$ cat config.mk
export PLATFORM = sky130hd
export DESIGN_NAME = alu_iter_flat
export DESIGN_NICKNAME = d
export VERILOG_FILES = /design/src/rtl/alu_iter_if.sv /design/src/rtl/alu_iter.sv /design/src/flat_wrapper.sv
export SDC_FILE = /design/constraint.sdc
export NUM_CORES = 1
export LEC_CHECK = 0
export BUFFER_PORTS_ARGS = -buffer_cell sky130_fd_sc_hd__buf_2
export CORE_MARGIN = 1
export CORE_UTILIZATION = 61
export DETAILED_ROUTE_END_ITERATION = 8
export GPL_TIMING_DRIVEN = 1
export HOLD_SLACK_MARGIN = 0.15
export MAX_ROUTING_LAYER = met4
export PLACE_DENSITY = 0.84
export SKIP_CTS_REPAIR_TIMING = 1
export SLEW_MARGIN = 20
export SYNTH_ARGS = -nofsm -noshare
export SYNTH_HDL_FRONTEND = slang
export SYNTH_SLANG_ARGS = --single-unit
$ cat constraint.sdc
create_clock -name clk -period 4 [get_ports clk]
set_input_delay 0 -clock clk [delete_from_list [all_inputs] [get_ports clk]]
set_output_delay 0 -clock clk [all_outputs]
set_load 0.02 [all_outputs]
$ cat src/rtl/alu_iter_if.sv
// Request/response bundle between an ALU issuer and the iterative ALU.
// The master side issues operations and consumes results; the slave side is the ALU.
interface alu_iter_if #(
  parameter int XLEN = 32
);
  logic            inValid;
  logic            inReady;
  logic [3:0]      aluControl;
  logic            isBranch;
  logic [XLEN-1:0] srcA;
  logic [XLEN-1:0] srcB;
  logic            outValid;
  logic            outReady;
  logic [XLEN-1:0] aluResult;
  logic            takeBranch;
  logic            zero;

  modport master (
    output inValid, aluControl, isBranch, srcA, srcB, outReady,
    input  inReady, outValid, aluResult, takeBranch, zero
  );

  modport slave (
    input  inValid, aluControl, isBranch, srcA, srcB, outReady,
    output inReady, outValid, aluResult, takeBranch, zero
  );
endinterface

$ cat src/rtl/alu_iter.sv
// Single-issue ALU with branch compare; shifts are performed one bit per clock,
// everything else completes in one cycle. Result is held until the consumer accepts it.
module alu_iter #(
  parameter int XLEN = 32
) (
  input logic       clk,
  input logic       reset,
  alu_iter_if.slave bus
);
  typedef enum logic [1:0] {IDLE, SHIFT, DONE} state_t;

  state_t          state_reg, state_next;
  logic [XLEN-1:0] result_reg, result_next;
  logic            take_reg, take_next;
  logic            zero_reg, zero_next;
  logic [4:0]      count_reg, count_next;
  logic            shift_left_reg, shift_left_next;
  logic            shift_arith_reg, shift_arith_next;

  logic [XLEN-1:0] sum, diff, op_result;
  logic [XLEN-1:0] shl_step, shr_step, step_out;
  logic            lt_signed, lt_unsigned, op_take, op_shift;
  logic [4:0]      shamt;

  assign sum         = bus.srcA + bus.srcB;
  assign diff        = bus.srcA - bus.srcB;
  assign lt_signed   = $signed(bus.srcA) < $signed(bus.srcB);
  assign lt_unsigned = bus.srcA < bus.srcB;
  assign shamt       = bus.srcB[4:0];
  assign op_shift    = !bus.isBranch &&
                       (bus.aluControl == 4'h2 || bus.aluControl == 4'h6 || bus.aluControl == 4'h7);

  // One-bit shift network applied to the working register each SHIFT cycle.
  for (genvar gi = 0; gi < XLEN; gi++) begin : g_step
    if (gi == 0) begin : g_lsb
      assign shl_step[gi] = 1'b0;
    end else begin : g_mid_l
      assign shl_step[gi] = result_reg[gi-1];
    end
    if (gi == XLEN - 1) begin : g_msb
      assign shr_step[gi] = shift_arith_reg & result_reg[gi];
    end else begin : g_mid_r
      assign shr_step[gi] = result_reg[gi+1];
    end
  end

  assign step_out = shift_left_reg ? shl_step : shr_step;

  // Single-cycle operations; unlisted opcode combinations fall back to add.
  always_comb begin
    op_result = sum;
    op_take   = 1'b0;
    if (bus.isBranch) begin
      case (bus.aluControl)
        4'ha: begin op_result = diff; op_take = (bus.srcA == bus.srcB); end
        4'hb: begin op_result = diff; op_take = (bus.srcA != bus.srcB); end
        4'h3: begin op_result = diff; op_take = lt_signed;              end
        4'h4: begin op_result = diff; op_take = lt_unsigned;            end
        4'hc: begin op_result = diff; op_take = !lt_signed;             end
        4'hd: begin op_result = diff; op_take = !lt_unsigned;           end
        default: ;
      endcase
    end else begin
      case (bus.aluControl)
        4'h1:    op_result = diff;
        4'h3:    op_result = {{(XLEN-1){1'b0}}, lt_signed};
        4'h4:    op_result = {{(XLEN-1){1'b0}}, lt_unsigned};
        4'h5:    op_result = bus.srcA ^ bus.srcB;
        4'h8:    op_result = bus.srcA | bus.srcB;
        4'h9:    op_result = bus.srcA & bus.srcB;
        // Shifts reaching here have shamt 0 and pass srcA through.
        4'h2, 4'h6, 4'h7: op_result = bus.srcA;
        default: op_result = sum;
      endcase
    end
  end

  always_comb begin
    state_next       = state_reg;
    result_next      = result_reg;
    take_next        = take_reg;
    zero_next        = zero_reg;
    count_next       = count_reg;
    shift_left_next  = shift_left_reg;
    shift_arith_next = shift_arith_reg;
    case (state_reg)
      IDLE: begin
        if (bus.inValid) begin
          if (op_shift && shamt != 5'd0) begin
            state_next       = SHIFT;
            result_next      = bus.srcA;
            count_next       = shamt;
            take_next        = 1'b0;
            zero_next        = 1'b0;
            shift_left_next  = (bus.aluControl == 4'h2);
            shift_arith_next = (bus.aluControl == 4'h6);
          end else begin
            state_next  = DONE;
            result_next = op_result;
            take_next   = op_take;
            zero_next   = (op_result == '0);
          end
        end
      end
      SHIFT: begin
        result_next = step_out;
        count_next  = count_reg - 5'd1;
        if (count_reg == 5'd1) begin
          state_next = DONE;
          zero_next  = (step_out == '0);
        end
      end
      DONE: begin
        if (bus.outReady) state_next = IDLE;
      end
      default: state_next = IDLE;
    endcase
  end

  always_ff @(posedge clk) begin
    if (reset) begin
      state_reg       <= IDLE;
      result_reg      <= '0;
      take_reg        <= 1'b0;
      zero_reg        <= 1'b0;
      count_reg       <= 5'd0;
      shift_left_reg  <= 1'b0;
      shift_arith_reg <= 1'b0;
    end else begin
      state_reg       <= state_next;
      result_reg      <= result_next;
      take_reg        <= take_next;
      zero_reg        <= zero_next;
      count_reg       <= count_next;
      shift_left_reg  <= shift_left_next;
      shift_arith_reg <= shift_arith_next;
    end
  end

  assign bus.inReady    = (state_reg == IDLE);
  assign bus.outValid   = (state_reg == DONE);
  assign bus.aluResult  = result_reg;
  assign bus.takeBranch = take_reg;
  assign bus.zero       = zero_reg;
endmodule

$ cat src/flat_wrapper.sv
// flat-port wrapper written by rule: the top's interface ports become plain ports
module alu_iter_flat 
#(
  parameter int XLEN = 32
)
  (clk, reset, bus_inValid, bus_aluControl, bus_isBranch, bus_srcA, bus_srcB, bus_outReady, bus_inReady, bus_outValid, bus_aluResult, bus_takeBranch, bus_zero);
  alu_iter_if #(.XLEN(XLEN)) bus_i ();
  input logic clk;
  input logic reset;
  input wire logic [$bits(bus_i.inValid)-1:0] bus_inValid;
  input wire logic [$bits(bus_i.aluControl)-1:0] bus_aluControl;
  input wire logic [$bits(bus_i.isBranch)-1:0] bus_isBranch;
  input wire logic [$bits(bus_i.srcA)-1:0] bus_srcA;
  input wire logic [$bits(bus_i.srcB)-1:0] bus_srcB;
  input wire logic [$bits(bus_i.outReady)-1:0] bus_outReady;
  output wire logic [$bits(bus_i.inReady)-1:0] bus_inReady;
  output wire logic [$bits(bus_i.outValid)-1:0] bus_outValid;
  output wire logic [$bits(bus_i.aluResult)-1:0] bus_aluResult;
  output wire logic [$bits(bus_i.takeBranch)-1:0] bus_takeBranch;
  output wire logic [$bits(bus_i.zero)-1:0] bus_zero;
  assign bus_i.inValid = bus_inValid;
  assign bus_i.aluControl = bus_aluControl;
  assign bus_i.isBranch = bus_isBranch;
  assign bus_i.srcA = bus_srcA;
  assign bus_i.srcB = bus_srcB;
  assign bus_i.outReady = bus_outReady;
  assign bus_inReady = bus_i.inReady;
  assign bus_outValid = bus_i.outValid;
  assign bus_aluResult = bus_i.aluResult;
  assign bus_takeBranch = bus_i.takeBranch;
  assign bus_zero = bus_i.zero;
  alu_iter #(.XLEN(XLEN)) u_core (.clk(clk), .reset(reset), .bus(bus_i));
endmodule
==> results of run 1 <==
## worst register-to-register path, stage by stage (launching register included)
cell and delay [ps]:
dfxtp_1 350, nor2_1 230, and2_1 200, nor2_1 70, a2111oi_2 510, o211ai_1 180
nor2_1 240, o2111ai_1 150, nor4_1 400, nand4_1 140, o31ai_1 230
## cell usage in the layout (no fill, tap or decap), drive strengths merged, types with 17 or more instances in the layout
master	instances
a211oi	18
a21o	18
a21oi	140
a222oi	18
buf	150
dfxtp	43
ha	98
inv	101
mux2i	32
nand2	86
nand2b	17
nand3	27
nor2	110
nor2b	19
nor3	30
nor4	17
o21ai	78
## cell families after synthesis
family,share of synthesized area (%)
AND/OR/NAND/NOR,21.5
flip-flops,10.1
AO/OA/AOI/OAI,38.2
adder cells (fa/ha/maj),14.8
buffers and inverters,9.40
XOR/XNOR,1.21
multiplexers,4.80
## cell type report
class                           count  area, µm²
Multi-Input combinational cell    992       6930
Fill cell                        1195       3950
Timing Repair Buffer              158        948
Sequential cell                    43        861
Inverter                          102        383
Tap cell                          176        220
Clock buffer                        5        125
Clock inverter                      3       43.8
## through the flow
step | util (%) | setup TNS [ps] | hold WS [ps] | power [W] | cell area, µm²
final | 70.7 | 0 | 284 | 0.00239 | 9510
after global routing | 70.7 | 0 | 306 | 0.00251 | 9510
after CTS | 70.1 | 0 | -43.5 | 0.00232 | 9430
after detailed placement | 68.8 | -109 | 264 | 0.00186 | 9260
after global placement | 68.8 | -178 | 259 | 0.00185 | 9260
after floorplan | - | 0 | 134 | 0.00143 | 8560
## worst max-delay path by stage
stage / end / start / cells after the start
after floorplan: u_core.bus.zero$_SDFFE_PP0P_ / bus_srcA[0] / 15
after global placement: u_core.bus.zero$_SDFFE_PP0P_ / bus_srcA[18] / 16
after detailed placement: u_core.bus.zero$_SDFFE_PP0P_ / bus_srcA[18] / 16
after CTS: u_core.bus.zero$_SDFFE_PP0P_ / bus_srcA[18] / 16
after global routing: u_core.bus.zero$_SDFFE_PP0P_ / bus_srcA[18] / 16
final: u_core.bus.zero$_SDFFE_PP0P_ / bus_srcA[18] / 16
## power groups by stage
stage	sequential [W]	clock, W	combinational [W]
6_report	0.000523	0.000468	0.00140
5_1_grt	0.000525	0.000487	0.00150
4_1_cts	0.000519	0.000465	0.00134
3_5_place_dp	0.000527	0	0.00133
3_3_place_gp	0.000525	0	0.00132
2_1_floorplan	0.000558	0	0.000870
## layer usage
layer	routed length, µm	part of all wire [%]	track usage [%]
met1	12700	39	58.2
met2	13900	43	66.3
met3	4200	13	8.40
met4	1440	4.5	19.1
met5	0	0	-
==> impl_results.md, run 1 <==
- Status: finished, final reports clean
- Final net count: 1,475
- Avg Cell Area, Syn: 7.00 µm²
- Routed via count: 10,500
- Sequential power share: 21.9%
- Root Buffer: clkbuf_16
- Gpl congestion: 1.11
- Share of cells above drive strength 1: 16.3%
- DRC: 0
- Largest net degree at the start of global routing: 45
- Place WS: -109 ps
- Maximum clock frequency: 266 MHz
- Worst Setup Start Kind: primary input
- Post-synth top area cell: ha_1
- Worst flop-to-flop path endpoint: u_core.bus.zero$_SDFFE_PP0P_
- Clock latency on the worst-skew pair: 300 ps
- Core Box Area: 0.0135 mm²
- Core Rows: 42
- N_diodes: 0
- Clock Path Buffers: 2
- Count of cell types in the netlist: 90
- RSZ-0062 raised after global routing: no
- Count leader, synth: a21oi_1
- Area Overhead vs Synth: 11.1%
- Die area: 0.0145 mm²
- Post-route ant nets: 0
- Crit path max fanout: 10
- Sequential-to-total area share from yosys stat: 10.1%
- Pwr/cell area: 252 mW/mm²
- Min-delay src: reset
- Synth top area cells: ha_1 14%, dfxtp_1 10%, a21oi_1 8.0%, nor2_1 4.8%, inv_1 4.4%
- Netlist Area Pre-Place: 0.00856 mm²
- Fin cells: 1,479
- Internal power: 0.00127 W
- Fin crit period: 3760 ps
- Part of the cycle the worst path needs: 94.1%
- Hold path depth: 2
- Total GRT Usage: 44.3%
- Hpwl dp: 24,700 µm
- CTS buffer count: 5
- Vias/cell: 7.11
- Reg2reg path depth: 10
- DRT iter0 DRCs: 1,823
- Max FFs per register: 32
- Actual slew at the worst max-slew pin: 1070 ps
- DRT Wirelength: 32,200 µm
- Syn_nets: 1,396
- Port bufs: 108
- Final hold violation count: 0
- Die width: 120 µm
- CP bufs+invs: 5
- CTS tree: yes
- Antenna violations before repair: 0
- Clock power frac: 19.6%
- Reg2Reg Setup Slack: 1210 ps
- Leakage: 4.26 nW
- Vias in the first global route: 9,216
- Post-synth ARST share: 0%
- Io pins: 109
- Max-capacitance violation count: 0
- Post-Syn Instances: 1,223
- Post-route setup slack: 238 ps
- Crit-path slowest cell: a2111oi_1
- CP Class: in2reg
- Logic pwr share: 58.6%
- WP data required: 4210 ps
- Worst vdd ir: 167 µV
- Routed wire length per instance: 21.8 µm
- NetSw: 0.00112 W
- Yosys Warn Count: 0
- Worst-path clk slew: 70 ps
- Sw Share: 46.7%
- First-pass GRT wire length: 49,600 µm
- Top_reg_cell synth: dfxtp_1
- CP Capture Type: flop
- TritonRoute pass-1 iters: 7
- Chip Height: 120 µm
- Largest delay share family, worst path: compound AO/OA/AOI/OAI gates
- H-tree depth: 2
- Top-area cell type share of the netlist area: 14.3%
- Clock skew: 10.9 ps
- CP cell instances: buf_2, inv_1, ha_1, inv_1, a21oi_1, o311ai_0, a2111oi_1, buf_4, o21ai_1, a21oi_1, xnor2_1, o221ai_1, a2111oi_0, buf_4, nand4_1, o31ai_1
- Synth cell count leaders: 137 x a21oi_1, 110 x nor2_1, 101 x inv_1
- Post-synthesis register bit count: 43
- Worst path arrival time: 3970 ps
- CTS Sinks: 43
- Launch point of the worst reg-to-reg path: u_core.state_reg[0]$_SDFFE_PP0P_
- Slew Limit Headroom: 28.6%
- Crit path largest cell delay: 760 ps
- Final Setup Violations: 0
- Starting density of the core: 63.6%
- Max-slew violations: 0
- Total congestion overflow: 0
- Number of enable flip-flop cells after synthesis: 0
- Hold/Removal Path Class: in2reg
- Placed Cells: 1,463
- Worst Hold End: u_core.bus.aluResult[3]$_SDFFE_PP0P_
(Power assumes the default switching activity.)
==> run 2, diff against run 1 <==
--- a/config.mk
+++ b/config.mk
@@ -7,12 +7,13 @@
 export LEC_CHECK = 0
 export BUFFER_PORTS_ARGS = -buffer_cell sky130_fd_sc_hd__buf_2
 export CORE_MARGIN = 1
-export CORE_UTILIZATION = 61
+export CORE_UTILIZATION = 62
+export CTS_BUF_LIST = sky130_fd_sc_hd__clkbuf_8
 export DETAILED_ROUTE_END_ITERATION = 8
 export GPL_TIMING_DRIVEN = 1
 export HOLD_SLACK_MARGIN = 0.15
 export MAX_ROUTING_LAYER = met4
-export PLACE_DENSITY = 0.84
+export PLACE_DENSITY = 0.86
 export SKIP_CTS_REPAIR_TIMING = 1
 export SLEW_MARGIN = 20
 export SYNTH_ARGS = -nofsm -noshare
==> run 2 against run 1 <==
  * Clock skew about the same
  * Largest cell class unchanged
  * Critical path type unchanged
  * Register-to-register slack about the same
  * Sequential power about the same
  * Maximum frequency up 2.0%
  * Clock power down 40%
  * Die area down 1.6%
  * Non-clock buffer count up 3
  * Critical endpoint unchanged
  * First-iteration DRC count down 21%
  * Count of clock-buffer cells in the layout unchanged
  * Highest routed layer unchanged
==> impl_results.md, run 2 (synthesized netlist as in run 1, its figures left out) <==
- Status: finished, final reports clean
- Final net count: 1,478 (+0.20%)
- WP data required: 4230 ps (+20 ps)
- Sw Share: 50.1% (+3.4 points)
- H-tree depth: 2 (unchanged)
- CTS tree: yes
- Antenna violations before repair: 0 (unchanged)
- Reg2reg path depth: 10 (unchanged)
- Crit path largest cell delay: 650 ps (-110 ps)
- Reg2Reg Setup Slack: 1210 ps (about the same)
- Routed wire length per instance: 21.9 µm (+0.70%)
- RSZ-0062 raised after global routing: no
- Starting density of the core: 64.1% (+0.50 points)
- TritonRoute pass-1 iters: 8 (+1)
- Fin crit period: 3690 ps (-72.6 ps)
- Max FFs per register: 32 (unchanged)
- Part of the cycle the worst path needs: 92.2% (-1.8 points)
- Actual slew at the worst max-slew pin: 1140 ps (+67.6 ps)
- CP Class: in2reg
- Die width: 119 µm (-0.80%)
- Post-DP Area: 0.00927 mm² (+0.11%)
- CTS buffer count: 5 (unchanged)
- Launch point of the worst reg-to-reg path: u_core.state_reg[0]$_SDFFE_PP0P_
- Clock power frac: 12.7% (-6.9 points)
- Tot Pwr: 0.00221 W (-7.7%)
- Core Box Area: 0.0133 mm² (-0.78%)
- Port bufs: 108 (unchanged)
- Max-capacitance violation count: 0 (unchanged)
- Vias/cell: 7.03 (-1.1%)
- Worst-path clk slew: 90 ps (+20 ps)
- Io pins: 109 (unchanged)
- CTS Sinks: 43 (unchanged)
- Crit path max fanout: 5 (-5)
- Worst path arrival time: 3920 ps (-50 ps)
- DRT iter0 DRCs: 1,442 (-21%)
- Worst flop-to-flop path endpoint: u_core.bus.zero$_SDFFE_PP0P_
- N_diodes: 0 (unchanged)
- Max-slew violations: 0 (unchanged)
- Most frequent cells in the layout: 137 x a21oi_1, 108 x nor2_1, 108 x buf_2
- CP cell instances: buf_2, inv_1, ha_1, nor2_1, o311ai_1, nand2_1, a2111oi_0, buf_4, o21ai_1, a21oi_1, xnor2_1, o221ai_1, a2111oi_0, buf_4, nand4_1, o31ai_1
- Final Setup Violations: 0 (unchanged)
- Post-route ant nets: 0 (unchanged)
- Largest net degree at the start of global routing: 45 (unchanged)
- Register area: 861 µm² (unchanged)
- Place WS: 138 ps (+246 ps)
- Largest delay share family, worst path: compound AO/OA/AOI/OAI gates
- Hold path depth: 2 (unchanged)
- Worst Hold End: u_core.bus.aluResult[7]$_SDFFE_PP0P_
- Final hold violation count: 0 (unchanged)
- Pwr/cell area: 234 mW/mm² (-7.0%)
- Hold/Removal Path Class: in2reg
- Clock Path Buffers: 2 (unchanged)
- Vias in the first global route: 9,265 (+0.53%)
- Internal power: 0.00110 W (-14%)
- Maximum clock frequency: 271 MHz (+2.0%)
- Logic pwr share: 63.8% (+5.2 points)
- Core Rows: 42 (unchanged)
- Fillers: 1,174 (-1.8%)
- Worst Setup Start Kind: primary input
- Most common cell after layout, fill and taps aside: a21oi_1
- Final Cell Area: 0.00943 mm² (-0.79%)
- Root Buffer: clkbuf_8
- Hpwl dp: 25,000 µm (+1.0%)
- Crit-path slowest cell: a2111oi_0
- Total congestion overflow: 0 (unchanged)
- Area Overhead vs Synth: 10.2%
- Post-route setup slack: 310 ps (+72.6 ps)
- DRC: 0 (unchanged)
- NetSw: 0.00111 W (-0.94%)
- Total GRT Usage: 44.9% (+0.53 points)
- Gpl congestion: 1.07 (-4.2%)
- Clock latency on the worst-skew pair: 320 ps (+20 ps)
- Final core utilization: 70.7% (about the same)
- Min-delay src: reset
- Leakage: 4.23 nW (-0.74%)
- First-pass GRT wire length: 49,600 µm (about the same)
- TNS Setup: 0 ps (unchanged)
- CP Capture Type: flop
- Routed via count: 10,400 (-0.91%)
- Chip Height: 119 µm (-0.80%)
- DRT Wirelength: 32,500 µm (+0.91%)
- Die area: 0.0143 mm² (-1.6%)
- Clock skew: 10.8 ps (-0.0987 ps)
- Share of cells above drive strength 1: 16.4% (+0.12 points)
- Worst vdd ir: 161 µV (-3.4%)
- Slew Limit Headroom: 24.1% (-4.5 points)
- Multi-input gate area: 0.00693 mm² (about the same)
- Sequential power share: 23.6% (+1.7 points)
- CP bufs+invs: 4 (-1)
run 2: per-layer routing:
metal	part of all wire, %	vias to the layer above	global-route usage, %	routed length, µm
met5	0	-	-	0
met4	5.0	0	20.9	1620
met3	12	144	7.85	4020
met2	43	802	67.6	14100
met1	39	4749	58.1	12800
li1	-	4725	-	-
run 2: power groups by stage:
stage          Clock, W  Sequential, W  Combinational [W]
2_1_floorplan         0       0.000558           0.000870
3_3_place_gp          0       0.000526            0.00132
3_5_place_dp          0       0.000527            0.00134
4_1_cts        0.000273       0.000517            0.00134
5_1_grt        0.000297       0.000524            0.00150
6_report       0.000279       0.000520            0.00141
run 2: final cells by class:
class	instances	area share [%]
flip-flops and latches	43	9.13
clock inverters	3	0.172
multi-input cells	992	73.4
inverters	102	4.06
well taps	176	2.33
clock buffers	5	0.730
repair buffers	161	10.2
run 2: how the worst max path moves through the flow:
stage                            from                      endpoint  slack (ps)  cells after the start
after floorplan           bus_srcA[0]  u_core.bus.zero$_SDFFE_PP0P_        1060                     15
after global placement    bus_srcB[1]  u_core.bus.zero$_SDFFE_PP0P_         220                     16
after detailed placement  bus_srcB[1]  u_core.bus.zero$_SDFFE_PP0P_         140                     16
after CTS                 bus_srcB[1]  u_core.bus.zero$_SDFFE_PP0P_         430                     16
after global routing      bus_srcB[1]  u_core.bus.zero$_SDFFE_PP0P_         170                     16
final                     bus_srcB[1]  u_core.bus.zero$_SDFFE_PP0P_         310                     16
run 2: metrics by stage:
step | cells | hold slack (ps)
detailed placement | 1466 | 284
global placement | 1466 | 262
global route | 1482 | 284
floorplan | 1223 | 134
finish | 1482 | 264
CTS | 1474 | -40.3
==> run 3, diff against run 2 <==
--- a/config.mk
+++ b/config.mk
@@ -6,6 +6,7 @@
 export NUM_CORES = 1
 export LEC_CHECK = 0
 export BUFFER_PORTS_ARGS = -buffer_cell sky130_fd_sc_hd__buf_2
+export CORE_ASPECT_RATIO = 0.9
 export CORE_MARGIN = 1
 export CORE_UTILIZATION = 62
 export CTS_BUF_LIST = sky130_fd_sc_hd__clkbuf_8
==> run 3 against run 2 <==
  * Cell area fell by 0.48%
  * Core utilization fell by 0.68 points
  * Worst setup slack got worse by 120 ps
  * Critical path depth shrank 1
  * Critical endpoint unchanged
  * Register-to-register slack improved by 120 ps
  * Power up 3.5%
  * Critical path type unchanged
==> impl_results.md, run 3 (synthesized netlist as in run 1, its figures left out) <==
- Sw Share: 48.5% (-1.6 points)
- GR Util met1: 59.2% (+1.1 points)
- Pwr/cell area: 243 mW/mm² (+4.0%)
- Routed via count: 10,400 (-0.29%)
- Slew Limit Headroom: 27.1% (+3.0 points)
- Reg2Reg Setup Slack: 1330 ps (+120 ps)
- Worst-path clk slew: 90 ps (about the same)
- Worst flop-to-flop path endpoint: u_core.bus.zero$_SDFFE_PP0P_
- Io pins: 109 (unchanged)
- Clock skew: 8.48 ps (-2.33 ps)
- Starting density of the core: 63.8% (-0.31 points)
- Die area: 0.0143 mm² (about the same)
- Placed Cells: 1,449 (-1.2%)
- Launch point of the worst reg-to-reg path: u_core.shift_left_reg$_SDFFE_PP0P_
- Chip Height: 113 µm (-5.0%)
- TNS Setup: 0 ps (unchanged)
- Root Buffer: clkbuf_8
- Antenna violations before repair: 0 (unchanged)
- Worst vdd ir: 192 µV (+19%)
- Actual slew at the worst max-slew pin: 1090 ps (-47.5 ps)
- Sequential power share: 23.0% (-0.6 points)
- Part of the cycle the worst path needs: 95.3% (+3.1 points)
- TritonRoute pass-1 iters: 9 (+1)
- M2 GR Usage: 69.2% (+1.7 points)
- Final hold violation count: 0 (unchanged)
- Worst path arrival time: 4040 ps (+120 ps)
- Maximum clock frequency: 262 MHz (-3.3%)
- Hpwl dp: 24,800 µm (-0.79%)
- Most common cell after layout, fill and taps aside: a21oi_1
- Hold/Removal Path Class: in2reg
- Logic pwr share: 61.0% (-2.8 points)
- Post-route ant nets: 0 (unchanged)
- Global route hottest layer: met2
- WP data required: 4220 ps (about the same)
- Status: finished, final reports clean
- Max-capacitance violation count: 0 (unchanged)
- Clock latency on the worst-skew pair: 310 ps (about the same)
- Total congestion overflow: 0 (unchanged)
- Clock Path Buffers: 2 (unchanged)
- Area Overhead vs Synth: 9.71%
- Vias/cell: 7.09 (+0.87%)
- N_diodes: 0 (unchanged)
- Critical path endpoint: u_core.bus.zero$_SDFFE_PP0P_
- Hold slack: 230 ps (-34.4 ps)
- Most frequent cells in the layout: 137 x a21oi_1, 108 x nor2_1, 108 x buf_2
- Largest net degree at the start of global routing: 45 (unchanged)
- DRC: 0 (unchanged)
- CP Class: in2reg
- Leakage: 4.21 nW (-0.63%)
- Post-DP Area: 0.00919 mm² (-0.84%)
- Final net count: 1,469 (-0.61%)
- Crit path max fanout: 11 (+6)
- CTS tree: yes
- Gpl congestion: 1.05 (-1.1%)
- Worst Setup Start Kind: primary input
- Clock power frac: 16.1% (+3.4 points)
- Core Rows: 40 (-4.8%)
- Total GRT Usage: 45.7% (+0.82 points)
- Tot Pwr: 0.00228 W (+3.5%)
- Share of cells above drive strength 1: 15.9% (-0.50 points)
- NetSw: 0.00111 W (+0.20%)
- Max FFs per register: 32 (unchanged)
- CP Capture Type: flop
- RSZ-0062 raised after global routing: no
- Die width: 126 µm (+5.3%)
- Final Cell Area: 0.00939 mm² (-0.48%)
- H-tree depth: 2 (unchanged)
- Vias in the first global route: 9,315 (+0.54%)
- Max-slew violations: 0 (unchanged)
- DRT Wirelength: 32,600 µm (+0.34%)
- DRT iter0 DRCs: 1,636 (+13%)
- Final Setup Violations: 0 (unchanged)
- Crit path launch: bus_srcB[3]
- Core Box Area: 0.0134 mm² (+0.49%)
- CTS Sinks: 43 (unchanged)
- Routed wire length per instance: 22.3 µm (+1.5%)
- Fin crit period: 3810 ps (+124 ps)
- Reg2reg path depth: 8 (-2)
- Fin cells: 1,465 (-1.1%)
- CTS buffer count: 5 (unchanged)
- Internal power: 0.00118 W (+6.8%)
- Met3 GRT Util: 9.24% (+1.4 points)
- Port bufs: 108 (unchanged)
- First-pass GRT wire length: 50,200 µm (+1.2%)
==> run 3: changes by cell type in the layout (fill, tap and decap cells not counted), sizes merged <==
| cell | delta |
|---|---|
| clkinvlp | -1 |
| bufinv | +1 |
| clkbuf | +1 |
| inv | -1 |
| buf | -9 |
==> run 3: cell type report <==
cell class	instances	area, µm²
repair buffers	152	891
clock buffers	6	82.6
inverters	102	383
multi-input cells	992	6930
flip-flops and latches	43	861
well taps	168	210
fillers	1217	4030
clock inverters	2	35.0
==> run 3: worst min path at each step <==
stage	start	end	slack [ps]	depth (start not counted)
CTS	bus_outReady	u_core.state_reg[0]$_SDFFE_PP0P_	-70	3
floorplan	bus_outReady	u_core.state_reg[0]$_SDFFE_PP0P_	130	2
global route	bus_aluControl[1]	u_core.shift_arith_reg$_SDFFE_PP0P_	220	3
finish	bus_aluControl[1]	u_core.shift_arith_reg$_SDFFE_PP0P_	230	3
global placement	bus_outReady	u_core.state_reg[0]$_SDFFE_PP0P_	260	3
detailed placement	bus_outReady	u_core.state_reg[0]$_SDFFE_PP0P_	260	3
==> run 3: worst max-delay path, stage by stage <==
cell and delay, ps:
dlygate4sd3_1 520, buf_2 140, inv_1 70, ha_1 500, nor3b_1 130, o31ai_1 360
o311ai_2 270, a221oi_2 500, o211ai_2 240, a31o_1 270, a21oi_1 180, o2111ai_1 140
nor4_1 300, nand4_1 150, o31ai_1 270
==> run 3: power by group through the flow <==
| stage | Combinational, W | Clock, W | Sequential [W] |
|---|---|---|---|
| 2_1_floorplan | 0.000870 | 0 | 0.000558 |
| 3_3_place_gp | 0.00132 | 0 | 0.000529 |
| 6_report | 0.00139 | 0.000367 | 0.000525 |
| 4_1_cts | 0.00133 | 0.000365 | 0.000520 |
| 5_1_grt | 0.00148 | 0.000386 | 0.000527 |
| 3_5_place_dp | 0.00132 | 0 | 0.000530 |
==> run 3: through the flow <==
step                util [%]  setup slack (ps)
finish                  70.0               186
global route            70.0              18.6
CTS                     69.4               589
detailed placement      68.5               289
global placement        68.5               358
floorplan                  -              1060
==> run 3: routing by layer <==
layer | wire [µm] | part of all wire, % | up-vias
met3 | 4140 | 13 | 144
met4 | 1460 | 4.5 | 0
met2 | 14000 | 43 | 785
met1 | 13100 | 40 | 4753
met5 | 0 | 0 | -
li1 | - | - | 4708
